## config.mk

```make
export PLATFORM = sky130hd
export DESIGN_NAME = eth_header_decoder
export DESIGN_NICKNAME = d
export VERILOG_FILES = /design/src/rtl/eth_parser_pkg.sv /design/src/rtl/eth_ethertype_classifier.sv /design/src/rtl/eth_header_decoder.sv
export SDC_FILE = /design/constraint.sdc
export NUM_CORES = 1
export LEC_CHECK = 0
export CAP_MARGIN = 20
export CORE_ASPECT_RATIO = 1.5
export CORE_MARGIN = 1.5
export CORE_UTILIZATION = 38
export CTS_BUF_LIST = sky130_fd_sc_hd__clkbuf_16
export CTS_CLUSTER_DIAMETER = 120
export DETAILED_ROUTE_END_ITERATION = 10
export MAX_ROUTING_LAYER = met4
export PLACE_DENSITY_LB_ADDON = 0.3
export SYNTH_ARGS = -nofsm -noshare
export SYNTH_HDL_FRONTEND = slang
export SYNTH_HIERARCHICAL = 1
export SYNTH_SLANG_ARGS = --single-unit
```

## constraint.sdc

```tcl
create_clock -name clk -period 2.2 [get_ports clk]
set_input_delay 0.22 -clock clk [delete_from_list [all_inputs] [get_ports clk]]
set_output_delay 0.22 -clock clk [all_outputs]
set_load 0.02 [all_outputs]
```

## src/rtl/eth_parser_pkg.sv

```systemverilog
// Shared Ethernet header types: EtherType constants, classification enum, decoded header payload.
package eth_parser_pkg;

  localparam int unsigned MAC_W       = 48;
  localparam int unsigned ETHERTYPE_W = 16;
  localparam int unsigned TCI_W       = 16;

  localparam logic [ETHERTYPE_W-1:0] ETHERTYPE_IPV4    = 16'h0800;
  localparam logic [ETHERTYPE_W-1:0] ETHERTYPE_ARP     = 16'h0806;
  localparam logic [ETHERTYPE_W-1:0] ETHERTYPE_IPV6    = 16'h86DD;
  localparam logic [ETHERTYPE_W-1:0] ETHERTYPE_VLAN    = 16'h8100;
  // Values strictly below this are 802.3 length fields (LLC frames)
  localparam logic [ETHERTYPE_W-1:0] ETHERTYPE_LLC_MAX = 16'h0600;

  typedef enum logic [2:0] {
    CLS_IPV4  = 3'd0,
    CLS_ARP   = 3'd1,
    CLS_IPV6  = 3'd2,
    CLS_VLAN  = 3'd3,
    CLS_LLC   = 3'd4,
    CLS_OTHER = 3'd5
  } eth_class_e;

  typedef struct packed {
    logic is_bcast;
    logic is_mcast;
    logic vlan_present;
  } eth_flags_t;

  typedef struct packed {
    logic [MAC_W-1:0]       dst_mac;
    logic [MAC_W-1:0]       src_mac;
    logic [ETHERTYPE_W-1:0] ethertype;
    eth_class_e             eth_class;
    eth_flags_t             flags;
    logic [TCI_W-1:0]       vlan_tci;
  } eth_hdr_t;

endpackage

```

## src/rtl/eth_ethertype_classifier.sv

```systemverilog
// Combinational EtherType -> eth_class_e mapping; full 16-bit compares, no masking.
module eth_ethertype_classifier
  import eth_parser_pkg::*;
(
  input  logic [ETHERTYPE_W-1:0] ethertype,
  output eth_class_e             eth_class_c
);

  // Length field below 0x0600 means LLC, otherwise exact-match the known types
  always_comb begin
    eth_class_c = CLS_OTHER;
    if (ethertype < ETHERTYPE_LLC_MAX) begin
      eth_class_c = CLS_LLC;
    end else if (ethertype == ETHERTYPE_IPV4) begin
      eth_class_c = CLS_IPV4;
    end else if (ethertype == ETHERTYPE_ARP) begin
      eth_class_c = CLS_ARP;
    end else if (ethertype == ETHERTYPE_IPV6) begin
      eth_class_c = CLS_IPV6;
    end else if (ethertype == ETHERTYPE_VLAN) begin
      eth_class_c = CLS_VLAN;
    end
  end

endmodule

```

## src/rtl/eth_header_decoder.sv

```systemverilog
// Ethernet header decoder: splits a captured header into fields, classifies it and
// presents one registered result per frame on a valid/ready interface.
// Optional feature: define ETH_VLAN_PARSE_EN to parse a single 802.1Q tag (needs HEADER_BYTES >= 18).
module eth_header_decoder
  import eth_parser_pkg::*;
#(
  parameter int unsigned HEADER_BYTES = 18,
  parameter int unsigned DROP_CNT_W   = 16
) (
  input  logic                      clk,
  input  logic                      rst_n,
  input  logic [HEADER_BYTES*8-1:0] header_bytes,
  input  logic                      header_valid,
  output logic                      m_valid,
  input  logic                      m_ready,
  output logic [MAC_W-1:0]          dst_mac,
  output logic [MAC_W-1:0]          src_mac,
  output logic [ETHERTYPE_W-1:0]    ethertype,
  output eth_class_e                eth_class,
  output logic                      is_bcast,
  output logic                      is_mcast,
  output logic                      vlan_present,
  output logic [TCI_W-1:0]          vlan_tci,
  output logic                      drop_pulse,
  output logic [DROP_CNT_W-1:0]     drop_count
);

  localparam int unsigned HDR_W = HEADER_BYTES * 8;

  typedef enum logic {ST_IDLE, ST_HOLD} state_e;

  state_e                 state;
  logic                   hv_q;
  logic                   armed;
  logic                   cap;
  logic [ETHERTYPE_W-1:0] outer_type;
  logic [ETHERTYPE_W-1:0] final_type;
  logic                   vlan_hit;
  logic [TCI_W-1:0]       tci_w;
  logic [MAC_W-1:0]       dst_w;
  eth_class_e             cls_c;
  eth_hdr_t               dec;
  eth_hdr_t               hdr_q;

  // Parameter sanity and marking of header bytes the decoder never looks at
`ifdef ETH_VLAN_PARSE_EN
  if (HEADER_BYTES < 18) begin : g_bad_hdr
    $error("eth_header_decoder: HEADER_BYTES must be >= 18 with VLAN parsing");
  end
  if (HEADER_BYTES > 18) begin : g_tail
    logic unused_tail;
    assign unused_tail = ^header_bytes[HDR_W-1:144];
  end
`else
  if (HEADER_BYTES < 14) begin : g_bad_hdr
    $error("eth_header_decoder: HEADER_BYTES must be >= 14");
  end
  if (HEADER_BYTES > 14) begin : g_tail
    logic unused_tail;
    assign unused_tail = ^header_bytes[HDR_W-1:112];
  end
`endif

  // Rising edge of header_valid; armed blocks a capture of a level held across reset
  assign cap = header_valid && !hv_q && armed;

  // Outer EtherType and optional single-tag VLAN unwrap
  always_comb begin
    outer_type = {header_bytes[103:96], header_bytes[111:104]};
    final_type = outer_type;
    vlan_hit   = 1'b0;
    tci_w      = '0;
`ifdef ETH_VLAN_PARSE_EN
    if (outer_type == ETHERTYPE_VLAN) begin
      vlan_hit   = 1'b1;
      tci_w      = {header_bytes[119:112], header_bytes[127:120]};
      final_type = {header_bytes[135:128], header_bytes[143:136]};
    end
`endif
  end

  eth_ethertype_classifier u_classifier (
    .ethertype   (final_type),
    .eth_class_c (cls_c)
  );

  // Assemble the decoded header payload (byte 0 is the MSB of each MAC)
  always_comb begin
    dst_w = {header_bytes[7:0],   header_bytes[15:8],  header_bytes[23:16],
             header_bytes[31:24], header_bytes[39:32], header_bytes[47:40]};
    dec                    = '0;
    dec.dst_mac            = dst_w;
    dec.src_mac            = {header_bytes[55:48], header_bytes[63:56], header_bytes[71:64],
                              header_bytes[79:72], header_bytes[87:80], header_bytes[95:88]};
    dec.ethertype          = final_type;
    dec.eth_class          = cls_c;
    dec.flags.is_bcast     = (dst_w == {MAC_W{1'b1}});
    dec.flags.is_mcast     = dst_w[40];
    dec.flags.vlan_present = vlan_hit;
    dec.vlan_tci           = tci_w;
  end

  // Edge detect, IDLE/HOLD handshake FSM, result register and saturating drop counter
  always_ff @(posedge clk) begin
    if (!rst_n) begin
      state      <= ST_IDLE;
      hv_q       <= 1'b0;
      armed      <= 1'b0;
      m_valid    <= 1'b0;
      hdr_q      <= '0;
      drop_pulse <= 1'b0;
      drop_count <= '0;
    end else begin
      hv_q       <= header_valid;
      drop_pulse <= 1'b0;
      if (!header_valid) begin
        armed <= 1'b1;
      end
      case (state)
        ST_IDLE: begin
          if (cap) begin
            hdr_q   <= dec;
            m_valid <= 1'b1;
            state   <= ST_HOLD;
          end
        end
        ST_HOLD: begin
          if (m_ready) begin
            if (cap) begin
              hdr_q <= dec;
            end else begin
              m_valid <= 1'b0;
              state   <= ST_IDLE;
            end
          end else if (cap) begin
            drop_pulse <= 1'b1;
            if (drop_count != {DROP_CNT_W{1'b1}}) begin
              drop_count <= drop_count + DROP_CNT_W'(1);
            end
          end
        end
        default: state <= ST_IDLE;
      endcase
    end
  end

  assign dst_mac      = hdr_q.dst_mac;
  assign src_mac      = hdr_q.src_mac;
  assign ethertype    = hdr_q.ethertype;
  assign eth_class    = hdr_q.eth_class;
  assign is_bcast     = hdr_q.flags.is_bcast;
  assign is_mcast     = hdr_q.flags.is_mcast;
  assign vlan_present = hdr_q.flags.vlan_present;
  assign vlan_tci     = hdr_q.vlan_tci;

endmodule

```

---- Word level (Yosys, flattened, before mapping) ----
Index checks and enable logic that the tools add are counted.
storage, ports and cells
  flip-flop bits (word level) ............. 155
  latch bits .............................. 0
  bits in writable memories ............... 0
  bits in read-only memories .............. 0
  input port bits ......................... 148
  output and inout bits ................... 152
  word-level logic and storage cells ...... 49
  memories ................................ 0
operators by class
  $add $sub $neg .......................... 1
  multipliers ............................. 0
  divide/modulo/power cells ............... 0
  order comparisons ....................... 1
  equality and inequality tests ........... 9
  shift-type cells ........................ 0
  muxes and demuxes ....................... 15
  bitwise logic cells ..................... 3
  reduce and logical (&&, ||, !) cells .... 6
operators with widths
  operator               count
  $mux 134               2
  $pmux 134 s2           1
  $eq 48x48->1 const B   1
  $eq 16x12->1 const B   2
  $eq 16x16->1 const B   2
  $add 16x1->16 const B  1
  $lt 16x11->1 const B   1
  $ne 16x16->1 const B   1
  $mux 3                 5
  $ne 2x2->1 const B     3
  $mux 1                 5
  $pmux 1 s2             2
  $reduce_and 4->1       1
  $not 1->1              3
  $reduce_and 3->1       1
  $reduce_or 3->1        1
  $logic_and 1x1->1      2
  $logic_not 1->1        1

---- Longest topological paths before layout ----
Gate-level depths: netlist of the first run.
  depth in word-level cells ............... 9
  gate-level depth with buffers ........... 7
  depth with buffers taken out ............ 6

---- Modules after synthesis ----
The synthesis of the first run kept the hierarchy.
modules (own cells, without submodules)
  module                    times used  cells each  area an instance (um2)  seq. area each (um2)
  eth_header_decoder        1           657         5195.0                  2742.6
  eth_ethertype_classifier  1           20          127.6                   0.0

---- Worst setup path before layout of the first run ----
No wires, ideal clock.
  path kind ............................... reg-to-reg
  start point ............................. reg drop_count[7]
  end point ............................... reg drop_count[15]
  setup time .............................. 70 ps
  arrival time ............................ 1774 ps
  required time ........................... 2130 ps
  setup slack ............................. 355 ps
  cell stages (with the launch flop) ...... 6
  buffers on the path ..................... 1
  clock period less this slack ............ 1845 ps
  path through ............................ dfxtp_1 > buf_4 > and4_4 > or4b_1 > or4_1 > a21oi_1
on the way
  word-level cells in the longest chain between the ends .. 2
  elaborated cells on any way between the ends .. 3
  those cells by class .................... 1 x add/sub; 1 x eq/ne; 1 x reduce/logical
ends and longest elaborated chain
  element                                                                line                       RTL
  start: declaration                                                     eth_header_decoder.sv:25   output logic [DROP_CNT_W-1:0] drop_count
  start signal: assignment                                               eth_header_decoder.sv:138  drop_count <= drop_count + DROP_CNT_W'(1);
  parallel branches: the longest is 2 deep, another holds $add 16x1->16  --
Several ways; the timed one is not identified.
A chain may end at the register's enable or synchronous reset.

---- Worst setup path in the final report of the first run ----
  start point ............................. reg drop_count[11]
  end point ............................... reg drop_count[15]
Same word-level chain as after synthesis.

==> results of run 1 <==
==> registers in the layout, summed over array words and instances, names as in the netlist <==
| signal | count |
|---|---|
| dst_mac | 48 |
| state | 1 |
| eth_class | 3 |
| is_bcast | 1 |
| hv_q | 1 |
| armed | 1 |
| drop_pulse | 1 |
| src_mac | 48 |
| m_valid | 1 |
| ethertype | 16 |
| drop_count | 16 |
==> area by class of cell <==
| type | count | share of cell area |
|---|---|---|
| Sequential cell | 137 | 0.320 |
| Inverter | 5 | 0.00248 |
| Clock buffer | 17 | 0.0496 |
| Timing Repair Buffer | 266 | 0.319 |
| Clock inverter | 15 | 0.0147 |
| Multi-Input combinational cell | 490 | 0.271 |
| Tap cell | 162 | 0.0236 |
==> through the flow <==
| stage | cell area (sq um) | util | hold slack (ns) | power, W | setup slack, ns |
|---|---|---|---|---|---|
| global placement | 8030 | 0.591 | 0.441 | 0.00345 | 0.140 |
| finish | 8580 | 0.631 | 0.355 | 0.00605 | 0.391 |
| CTS | 8580 | 0.631 | 0.337 | 0.00612 | 0.387 |
| detailed placement | 8030 | 0.591 | 0.446 | 0.00345 | 0.124 |
| global route | 8580 | 0.631 | 0.349 | 0.00629 | 0.235 |
| floorplan | 5380 | - | 0.316 | 0.00300 | 0.355 |
==> power groups by stage <==
stage                     logic (W)  clock network [W]  registers [W]
final                      0.000795            0.00265        0.00260
after global routing       0.000855            0.00282        0.00261
after floorplan            0.000244                  0        0.00276
after CTS                  0.000800            0.00272        0.00260
after detailed placement   0.000795                  0        0.00266
after global placement     0.000794                  0        0.00266
==> final timing paths <==
| kind | startpoint | to | slack, ns | depth (start not counted) |
|---|---|---|---|---|
| max reg2reg | drop_count[11] | drop_count[15] | 0.39 | 4 |
| min reg2reg | src_mac[44] | src_mac[44] | 0.45 | 2 |
| max | drop_count[11] | drop_count[15] | 0.39 | 4 |
| min | header_bytes[87] | src_mac[15] | 0.35 | 3 |
==> cells by family after synthesis <==
| kind of cell | synth area share |
|---|---|
| xor gates and xnor gates | 0.00165 |
| DFF | 0.515 |
| other | 0.000705 |
| adders and majority gates | 0.00235 |
| AOI/OAI and AO/OA | 0.147 |
| buffers and inverters | 0.0614 |
| and+or+nand+nor | 0.263 |
| muxes | 0.00940 |
==> critical path, stage by stage, from the launching register on <==
cell and delay [ns]:
dfxtp_1 0.43, nand4_1 0.22, or4b_1 0.53, or4_1 0.41, a21oi_1 0.15
==> metal layers <==
| layer | part of all wire | track usage | up-vias |
|---|---|---|---|
| li1 | - | - | 2737 |
| met1 | 0.41 | 0.247 | 2497 |
| met2 | 0.50 | 0.371 | 190 |
| met3 | 0.060 | 0.0610 | 27 |
| met4 | 0.026 | 0.0866 | 0 |
| met5 | 0 | - | - |
==> layout by cell type (no fill, tap or decap), types with 2 or more instances in the layout <==
| cell | instances |
|---|---|
| a211oi_1 | 2 |
| a21oi_1 | 130 |
| and2_1 | 2 |
| and3_1 | 2 |
| and4b_1 | 2 |
| buf_12 | 9 |
| buf_4 | 7 |
| clkbuf_16 | 17 |
| clkdlybuf4s50_1 | 250 |
| clkinv_1 | 3 |
| clkinvlp_4 | 6 |
| conb_1 | 17 |
| dfxtp_1 | 137 |
| inv_1 | 4 |
| inv_6 | 3 |
| mux2i_1 | 5 |
| nand2_1 | 243 |
| nand2b_1 | 6 |
| nand3_1 | 5 |
| nand4_1 | 21 |
| nor2_1 | 6 |
| nor3_1 | 2 |
| nor4_1 | 9 |
| o21ai_0 | 3 |
| o31ai_1 | 6 |
| or3_1 | 2 |
| or4_1 | 5 |
==> results.py, run 1 <==
metrics = {
    "cts": {
        "clock_sinks": 137,
        "cts_buffers": 17,
        "cts_resized": 0,
        "post-cts-setup-buffers": 0,
        "ctsHtreeMaxLevel": 4,
        "clk-insertion-delay-late_ns": 0.41,
        "clk_path_buf_depth": 2,
        "clockRootBuffer": "clkbuf_16",
        "cts_tree": "yes",
        "clk_pin_slew_ns": 0.06,
        "ctsHoldBuffers": 0,
    },
    "synth": {
        "yosysSeqAreaShare": 0.515,
        "synth_top_area_frac": 0.515,
        "ys_async_sr_fraction": 0,
        "ys.flop_type": "dfxtp_1",
        "netlist_instances": 677,
        "syn-cell-area_sq_um": 5320,
        "synth_area_leaders": "dfxtp_1 52%, nand2_1 17%, a21oi_1 12%",
        "synth_warnings": 6,
        "ys_ff_latch": 137,
        "yosysTopAreaCell": "dfxtp_1",
        "synth-edff-count": 0,
        "synthTopCellsByCount": "244 x nand2_1, 137 x dfxtp_1, 130 x a21oi_1",
        "synth_most_common_cell": "nand2_1",
        "post_synth.cell_area_avg_sq_um": 7.86,
        "yosysUniqueCellTypes": 45,
    },
    "sta": {
        "tightest_slew_ns": 0.571,
        "setup_viol": 0,
        "worst_clock_skew_ns": 0.0123,
        "hold_viol": 0,
        "relSlewSlack": 0.610,
        "final_max_slew_viol_count": 0,
        "min_period_over_period": 0.822,
        "max_freq_mhz": 553,
        "fin_crit_ns": 1.81,
        "rsz0062_at_grt": "no",
        "fin_setup_tns_ns": 0,
    },
    "placed_design": {
        "gp_congestion": 0.833,
        "place_hpwl_um": 11500,
        "portBuffers": 250,
        "dpl.cell_count": 1060,
    },
    "global_routing": {
        "grt_overflow": 0,
        "grt_max_degree": 81,
        "grt_first_pass_wirelength_um": 25200,
        "grt_pass1_vias": 5188,
        "antenna_found_initial": 0,
        "grt_use_total": 0.221,
    },
    "cells_and_area": {
        "insertedDiodeCount": 0,
        "final_net_count": 1066,
        "multi_input_area_sq_um": 2330,
        "seq_area_sq_um": 2740,
        "drive_gt1_frac": 0.0559,
        "area_delta_synth_final_pct": 61.2,
        "n_fill_cell": 1211,
        "instances_no_fill": 1092,
    },
    "floorplan": {
        "initial_core_util": 0.391,
        "die-area_sq_um": 14700,
        "num_io_pins": 300,
        "dieHeight_um": 148,
        "die_width_um": 99.6,
        "rows": 52,
        "coreArea_sq_um": 13600,
    },
    "pwr": {
        "p_comb_frac": 0.131,
        "swShare": 0.253,
        "seqPwrFrac": 0.430,
        "power_density_nw_per_um2": 705,
        "power.switching_w": 0.00153,
        "power_frac_clock": 0.438,
        "vdd_drop_max_mv": 0.522,
        "p_int_w": 0.00452,
        "leakagePower_nw": 2.94,
    },
    "routing": {
        "drc": 0,
        "avgViaCountPerCell": 4.99,
        "drt-initial-drc-count": 141,
        "dr.pass1.iters": 4,
        "drt-total-wl_um": 15900,
        "wire_per_inst_um": 14.6,
        "antenna_left": 0,
        "vias": 5451,
    },
    "status": {
        "status": "finished clean",
    },
    "setup_path": {
        "path_max_fanout": 7,
        "worst-endpoint-arrival_ns": 2.15,
        "crit_type": "reg2reg",
        "cp-start-kind": "flip-flop",
        "required_ns": 2.54,
        "crit_path_end_kind": "flip-flop",
    },
    "worst_hold_path": {
        "hold_path.class": "in2reg",
    },
    "run": {
        "cap_violations": 0,
    },
}
(Power assumes the default switching activity.)
==> run 2, diff against run 1 <==
- clock period: 2.2 -> 1.7 ns (I/O delays scaled with it)
==> run 2 against run 1 <==
  * Total power rose by 36%
  * Critical path type unchanged
  * Largest power group unchanged
  * Sequential power is 30% higher
  * Critical endpoint unchanged
  * Flip-flop and latch count stayed put
==> results.py, run 2 (synthesis gave the netlist of run 1 again) <==
metrics = {
    "status": {
        "status": "finished clean",
    },
    "global_routing": {
        "antenna_found_initial": 0,
        "grt_max_degree": 60,
        "grt_pass1_vias": 5243,
        "grt_first_pass_wirelength_um": 25700,
        "grt_overflow": 0,
        "grt_use_total": 0.228,
    },
    "cells_and_area": {
        "layout_common_cells": "243 x nand2_1, 243 x clkdlybuf4s50_1, 129 x a21oi_1",
        "final_net_count": 1106,
        "n_fill_cell": 1150,
        "area_delta_synth_final_pct": 69.2,
        "multi_input_area_sq_um": 2360,
        "utilization": 0.662,
        "drive_gt1_frac": 0.113,
        "seq_area_sq_um": 2760,
        "insertedDiodeCount": 0,
    },
    "routing": {
        "drt-initial-drc-count": 145,
        "drc": 0,
        "vias": 5619,
        "antenna_left": 0,
        "drt-total-wl_um": 16800,
        "dr.pass1.iters": 4,
        "wire_per_inst_um": 14.8,
        "avgViaCountPerCell": 4.96,
    },
    "floorplan": {
        "coreArea_sq_um": 13600,
        "rows": 52,
        "num_io_pins": 300,
        "initial_core_util": 0.391,
        "die-area_sq_um": 14700,
        "die_width_um": 99.6,
        "dieHeight_um": 148,
    },
    "setup_path": {
        "crit_type": "reg2reg",
        "cp-start-kind": "flip-flop",
        "crit_path_end_kind": "flip-flop",
        "required_ns": 2.05,
        "worst-endpoint-arrival_ns": 2.02,
        "path_max_fanout": 5,
    },
    "cts": {
        "ctsHoldBuffers": 0,
        "ctsHtreeMaxLevel": 4,
        "clk_pin_slew_ns": 0.06,
        "cts_buffers": 17,
        "clk_path_buf_depth": 2,
        "clockRootBuffer": "clkbuf_16",
        "clock_sinks": 137,
        "cts_tree": "yes",
        "clk-insertion-delay-late_ns": 0.41,
    },
    "placed_design": {
        "gp_congestion": 0.860,
        "place_hpwl_um": 12100,
        "portBuffers": 250,
    },
    "sta": {
        "max_freq_mhz": 597,
        "final_max_slew_viol_count": 0,
        "setup_viol": 0,
        "tightest_slew_ns": 0.522,
        "relSlewSlack": 0.643,
        "min_period_over_period": 0.985,
        "hold_viol": 0,
        "worst_clock_skew_ns": 0.00657,
        "fin_crit_ns": 1.67,
        "rsz0062_at_grt": "yes",
        "hold_ws_ns": 0.301,
    },
    "worst_hold_path": {
        "hold_path.class": "in2reg",
    },
    "pwr": {
        "power_density_nw_per_um2": 911,
        "leakagePower_nw": 3.32,
        "vdd_drop_max_mv": 0.652,
    },
    "run": {
        "cap_violations": 0,
    },
}
==> run 2: changes by cell type in the layout (fill, tap and decap cells not counted), moves of 2 or more <==
| cell | before | now |
|---|---|---|
| dlymetal6s2s_1 | 0 | 6 |
| dfxtp_4 | 0 | 2 |
| dfxtp_2 | 0 | 7 |
| clkinvlp_4 | 6 | 3 |
| nand3_2 | 0 | 2 |
| nand3_1 | 5 | 3 |
| clkdlybuf4s50_1 | 250 | 243 |
| buf_4 | 7 | 46 |
| clkinv_1 | 3 | 1 |
| dfxtp_1 | 137 | 128 |
| bufinv_16 | 1 | 3 |
==> run 2: path summary, 6_finish.rpt <==
kind / from / endpoint / slack [ns] / depth (start not counted)
setup / recovery: drop_count[13] / drop_count[15] / 0.03 / 4
hold / removal: header_bytes[53] / src_mac[45] / 0.30 / 3
setup reg to reg: drop_count[13] / drop_count[15] / 0.03 / 4
hold reg to reg: ethertype[8] / ethertype[8] / 0.45 / 2
==> run 2: repair_timing <==
action                                  CTS  global route
resized for setup                         1            16
endpoints found under the setup margin    1            10
setup buffers                             0             1
endpoints found under the hold margin     0             0
pin swaps                                 0             2
==> run 2: final cells by class <==
cell class                 instances  share of cell area
sequential                       137               0.306
clock inverter                    15              0.0193
tap                              162              0.0225
multi-input combinational        490               0.262
timing repair buffer             306               0.340
clock buffer                      17              0.0472
inverter                           5             0.00236
==> run 2: worst max-delay path: stages, from the launching register on <==
cell and delay [ns]:
dfxtp_4 0.37, nand4_1 0.14, or4b_4 0.56, or4_4 0.42
a21oi_2 0.12
==> run 2: power by group <==
| group | internal [W] | leakage, nW | switching [W] |
|---|---|---|---|
| sequential | 0.00332 | 1.12 | 0.0000522 |
| combinational | 0.000557 | 1.91 | 0.000517 |
| clock | 0.00231 | 0.289 | 0.00145 |
| total | 0.00618 | 3.32 | 0.00202 |
==> run 2: routing by layer <==
| metal | GRT usage | routed length (um) | share of wire |
|---|---|---|---|
| met2 | 0.391 | 8830 | 0.53 |
| met5 | - | 0 | 0 |
| met3 | 0.0615 | 1010 | 0.060 |
| met1 | 0.251 | 6580 | 0.39 |
| met4 | 0.0873 | 376 | 0.022 |
==> run 2: metrics by stage <==
step           setup slack (ns)  setup TNS [ns]  power, W  cells  cell area (sq um)
2_1_floorplan          -0.00540        -0.00540   0.00388    693               5400
3_3_place_gp             -0.248           -1.92   0.00450   1099               8350
3_5_place_dp             -0.269           -2.67   0.00451   1099               8350
4_1_cts                  0.0204               0   0.00827   1131               8950
5_1_grt                 -0.0174         -0.0339   0.00850   1132               9000
6_report                 0.0253               0   0.00821   1132               9000
